[config.mk]
export PLATFORM = sky130hd
export DESIGN_NAME = rr_reg_bank_arbiter
export DESIGN_NICKNAME = d
export VERILOG_FILES = /design/src/rtl/rr_reg_bank_arbiter.sv
export SDC_FILE = /design/constraint.sdc
export NUM_CORES = 1
export LEC_CHECK = 0
export ABC_AREA = 1
export CORE_AREA = 2 2 88 90
export CTS_CLUSTER_SIZE = 25
export DETAILED_ROUTE_END_ITERATION = 8
export DIE_AREA = 0 0 90 92
export PLACE_DENSITY_LB_ADDON = 0.1
export SETUP_SLACK_MARGIN = 0.15
export SYNTH_ARGS = -nofsm -noshare
export SYNTH_HDL_FRONTEND = slang
export SYNTH_SLANG_ARGS = --single-unit
[constraint.sdc]
create_clock -name clk -period 2.2 [get_ports clk]
set_input_delay 0.44 -clock clk [delete_from_list [all_inputs] [get_ports clk]]
set_output_delay 0.44 -clock clk [all_outputs]
set_load 0.01 [all_outputs]
[src/rtl/rr_reg_bank_arbiter.sv]
// rr_reg_bank_arbiter
//   Round-robin arbiter that gives NREQ control masters exclusive, one-access
//   turns at a shared bank of 2**ADDR_W flip-flop registers (DATA_W bits each).
//   A turn is IDLE (pick winner, latch its command) -> ACCESS (read or write
//   the bank) -> DONE (one-cycle ack), i.e. at most one access per 3 cycles.
//
// Ports
//   clk      in   rising-edge clock
//   reset_n  in   asynchronous active-low reset
//   req      in   [NREQ]          level request per requester, held until ack
//   we       in   [NREQ]          1 = write, 0 = read
//   addr     in   [NREQ*ADDR_W]   requester i address at [i*ADDR_W +: ADDR_W]
//   wdata    in   [NREQ*DATA_W]   requester i data at [i*DATA_W +: DATA_W]
//   grant    out  [NREQ]          one-hot, requester being serviced (ACCESS)
//   ack      out  [NREQ]          one-hot, one-cycle completion pulse (DONE)
//   rdata    out  [DATA_W]        read data, valid while ack is high
//   busy     out                  high whenever not IDLE
//   bank_q   out  [DEPTH*DATA_W]  whole bank, register k at [k*DATA_W +: DATA_W]
module rr_reg_bank_arbiter #(
  parameter int NREQ   = 4,
  parameter int DATA_W = 8,
  parameter int ADDR_W = 2
) (
  input  logic                           clk,
  input  logic                           reset_n,
  input  logic [NREQ-1:0]                req,
  input  logic [NREQ-1:0]                we,
  input  logic [NREQ*ADDR_W-1:0]         addr,
  input  logic [NREQ*DATA_W-1:0]         wdata,
  output logic [NREQ-1:0]                grant,
  output logic [NREQ-1:0]                ack,
  output logic [DATA_W-1:0]              rdata,
  output logic                           busy,
  output logic [(2**ADDR_W)*DATA_W-1:0]  bank_q
);

  localparam int DEPTH = 2**ADDR_W;
  localparam int IDX_W = (NREQ > 1) ? $clog2(NREQ) : 1;

  typedef enum logic [1:0] {IDLE, ACCESS, DONE} state_t;

  state_t              state_q;
  logic [NREQ-1:0]     grant_q;
  logic [NREQ-1:0]     ack_q;
  logic [DATA_W-1:0]   rdata_q;
  logic                busy_q;
  logic [IDX_W-1:0]    last_q;
  logic [DATA_W-1:0]   bank_r [DEPTH];

  // Command of the current winner, captured in IDLE.
  logic [IDX_W-1:0]    win_q;
  logic                we_l_q;
  logic [ADDR_W-1:0]   addr_l_q;
  logic [DATA_W-1:0]   wdata_l_q;

  logic [IDX_W-1:0]    win_d;

  // Round-robin search: start one past the last winner and wrap, so the
  // requester just serviced has the lowest priority on the next turn.
  always_comb begin
    int               idx;
    logic             found;
    logic [IDX_W-1:0] cand;
    win_d = '0;
    found = 1'b0;
    idx   = 0;
    cand  = '0;
    for (int k = 1; k <= NREQ; k++) begin
      idx  = (int'(last_q) + k) % NREQ;
      cand = IDX_W'(idx);
      if (!found && req[cand]) begin
        found = 1'b1;
        win_d = cand;
      end
    end
  end

  always_ff @(posedge clk or negedge reset_n) begin
    if (!reset_n) begin
      state_q <= IDLE;
      grant_q <= '0;
      ack_q   <= '0;
      rdata_q <= '0;
      busy_q  <= 1'b0;
      last_q  <= IDX_W'(NREQ - 1);
      for (int k = 0; k < DEPTH; k++) bank_r[k] <= '0;
    end else begin
      case (state_q)
        IDLE: begin
          if (|req) begin
            grant_q <= NREQ'(1) << win_d;
            busy_q  <= 1'b1;
            state_q <= ACCESS;
          end
        end
        ACCESS: begin
          if (we_l_q) bank_r[addr_l_q] <= wdata_l_q;
          else        rdata_q          <= bank_r[addr_l_q];
          ack_q   <= grant_q;
          grant_q <= '0;
          last_q  <= win_q;
          state_q <= DONE;
        end
        DONE: begin
          // req is deliberately ignored here; the requester drops it now.
          ack_q   <= '0;
          busy_q  <= 1'b0;
          state_q <= IDLE;
        end
        default: state_q <= IDLE;
      endcase
    end
  end

  // Command capture needs no reset: it is always rewritten before ACCESS uses it.
  always_ff @(posedge clk) begin
    if (state_q == IDLE && |req) begin
      win_q     <= win_d;
      we_l_q    <= we[win_d];
      addr_l_q  <= addr[win_d*ADDR_W +: ADDR_W];
      wdata_l_q <= wdata[win_d*DATA_W +: DATA_W];
    end
  end

  for (genvar k = 0; k < DEPTH; k++) begin : g_flat
    assign bank_q[k*DATA_W +: DATA_W] = bank_r[k];
  end

  assign grant = grant_q;
  assign ack   = ack_q;
  assign rdata = rdata_q;
  assign busy  = busy_q;

endmodule

==> impl_metrics.json <==
{
  "rsz0062_at_grt": "yes",
  "rows": 32,
  "overflow": 0,
  "grt_max_degree": 54,
  "wl_per_cell_um": 13.7,
  "synth_area_leader_cell": "dfrtp_1",
  "first_pass_iters": 4,
  "cp_max_fo": 13,
  "fin_area_mm2": 0.00517,
  "synth_warnings": 0,
  "finalNetCount": 594,
  "viasPerCell": 5.08,
  "wl_met3_um": 541,
  "fin_crit_sh_pct": 96.7,
  "drc": 0,
  "drv_slew": 0,
  "power.density_cell_area_mw_per_mm2": 1720,
  "area_growth_syn_to_layout_pct": 54.7,
  "clk_pin_slew_worst_paths_ns": 0.07,
  "syn-num-nets": 466,
  "highest_layer": "met4",
  "worstPathRequired_ns": 2.30,
  "place_congestion": 0.919,
  "fill_cells": 603,
  "status": "complete, no violations",
  "worstSetupPathType": "reg -> reg",
  "crit_slowest_cell": "dfstp_2",
  "ant_nets": 0,
  "worstPathArrival_ns": 2.23,
  "start_util_pct": 44.8,
  "fin_worst_skew_ns": 0.00527,
  "ys_seq_elements": 66,
  "grt_util_all_layers_pct": 20.0,
  "die_height_um": 92,
  "avgSynthCellArea_um2": 8.11,
  "syn-instance-count": 412,
  "grt_pass1_wl_mm": 13.4,
  "cts_tree": "done",
  "met1_length_mm": 3.86,
  "io_buffers": 98,
  "synth_area_leaders": "dfrtp_1, nand2_1, edfxtp_1",
  "drt_iter0_markers": 132,
  "dp_hpwl_mm": 5.97,
  "dieArea_mm2": 0.00828,
  "vias": 3289,
  "critPathBufInv": 1,
  "clock_latency_ns": 0.34,
  "yosysSeqAreaShare_pct": 51.5,
  "relSlewSlack_pct": 56.0,
  "placed_cell_area_mm2": 0.00450,
  "worst_setup_path_start_kind": "flop",
  "final_core_util_pct": 69.4,
  "synth_cell_types": 28,
  "setup_viol": 0,
  "io_pins": 99,
  "core_area_mm2": 0.00745,
  "yosysTopAreaCellShare_pct": 38.2,
  "hp-class": "in -> async",
  "tightestPinTransition_ns": 0.660,
  "numCtsBuffers": 9,
  "hold_viol_final": 0,
  "clock-root-buffer": "clkbuf_8",
  "cts_max_level": 3,
  "wl_mm": 8.89,
  "insertedDiodeCount": 0,
  "leakage_nw": 2.38,
  "route.met2.wl_mm": 4.29,
  "crit_chain": "clkinv_4 > nand2_4 > nand2_4 > nand2_4 > nand2_4 > o21bai_1 > nand2_2 > nand2_8 > nand2_8 > nand2_1 > nand2_1 > nand2_1 > nand2_1",
  "grt_pass1_vias": 2828,
  "crit_family": "simple AND/OR/NAND/NOR gates",
  "post-route-min-period_ns": 2.13,
  "clock_tree.buffer_depth": 2,
  "netlist_area_mm2": 0.00334,
  "ctsHoldBuffers": 0,
  "die_x_um": 90,
  "antenna_found_initial": 0,
  "vdd_ir_drop_max_mv": 0.924,
  "end_kind": "flop",
  "cts.sinks": 66,
  "drive_above_1_share_pct": 18.0,
  "drv_cap": 0,
  "fmax_mhz": 470,
  "critical_path.max_stage_delay_ns": 0.59
}
cell usage after synthesis, drive strengths merged:
cell type,instances
o22ai,4
ha,4
edfxtp,13
nand2,164
a221oi,3
o21bai,1
a41oi,5
dfstp,2
a22oi,5
inv,38
buf,9
nand3,31
dfrtp,51
clkbuf,5
nor4,1
nor2,22
a21oi,8
o21ai,41
nand4,5
layout by cell type, fill, tap and decap left out, types with 5 or more instances in the layout:
cell type | netlist | layout
dfrtp_1 | 51 | 51
buf_4 | 1 | 20
nand2_4 | 4 | 11
nand2_2 | 4 | 12
a21oi_1 | 8 | 8
nand3_2 | 0 | 14
nor2_1 | 21 | 21
clkbuf_8 | 0 | 10
o21ai_0 | 39 | 38
buf_6 | 3 | 6
inv_1 | 36 | 36
nand3_1 | 31 | 14
nand2_1 | 156 | 139
clkdlybuf4s50_1 | 0 | 97
a41oi_1 | 5 | 5
a22oi_1 | 5 | 5
edfxtp_1 | 13 | 13
through the flow:
step	total power [mW]	hold WS (ns)	std cells	TNS (ns)	worst slack [ns]
after floorplan	5.07	0.144	412	0	0.317
after global placement	6.59	0.455	613	-0.911	-0.0898
after detailed placement	6.71	0.466	613	-1.64	-0.155
after CTS	7.91	0.230	634	0	0.163
after global routing	9.59	0.280	647	-0.0353	-0.0240
final	8.90	0.206	647	0	0.0718
cell type report:
class,count,area [um2],area share (%)
Timing Repair Buffer,130,1330,25.7
Clock inverter,5,77.6,1.50
Clock buffer,11,141,2.74
Multi-Input combinational cell,295,1630,31.5
Sequential cell,66,1720,33.3
Tap cell,102,128,2.47
Inverter,38,148,2.86
worst reg2reg max path, stage by stage (launching register included):
cell and delay (ns):
dfstp_2 0.59, clkinv_4 0.13, nand2_4 0.09, nand2_4 0.07
nand2_4 0.08, nand2_4 0.06, o21bai_1 0.21, nand2_2 0.13
nand2_8 0.16, nand2_8 0.11, nand2_1 0.10, nand2_1 0.06
nand2_1 0.05, nand2_1 0.05
final timing paths:
path / startpoint / endpoint / slack (ns) / cells past startpoint
max in group asynchronous: reset_n / bank_q[31] / 1.54 / 2
min reg2reg: win_q[1] / last_q[1] / 0.48 / 2
max: last_q[0] / wdata_l_q[4] / 0.07 / 13
max reg2reg: last_q[0] / wdata_l_q[4] / 0.07 / 13
min: reset_n / ack[2] / 0.21 / 2
min in group clk: win_q[1] / last_q[1] / 0.48 / 2
where the power goes:
part | switching (mW) | internal (mW)
registers | 0.374 | 1.98
logic | 2.98 | 2.45
clock network | 0.444 | 0.665
sequential cells by signal, summed over array words and instances (netlist names):
register,flops
ack,4
addr_l_q,2
bank_q,32
busy,1
grant,4
last_q,2
rdata,8
state_q,2
wdata_l_q,8
we_l_q,1
win_q,2
layer usage:
layer / global-route usage [%] / up-vias
met5: 0 / -
met2: 29.8 / 132
li1: - / 1611
met1: 28.0 / 1527
met4: 10.0 / 0
met3: 4.03 / 19
logic make-up (layout without fill, tap and decap cells):
| kind of cell | count (synthesis) | in the layout | synth area share, % |
|---|---|---|---|
| fa+ha+maj | 4 | 4 | 1.50 |
| buf+inv | 52 | 184 | 6.82 |
| simple gates | 223 | 224 | 28.5 |
| flops | 66 | 66 | 51.5 |
| compound gates | 67 | 67 | 11.7 |
what timing repair did:
action	in CTS	in global routing
cloned	0	5
endpoints found under the hold margin	0	0
resized for setup	1	56
setup endpoints to repair	14	13
setup buffers	5	8
pin swaps	0	29
(Power assumes the default switching activity.)
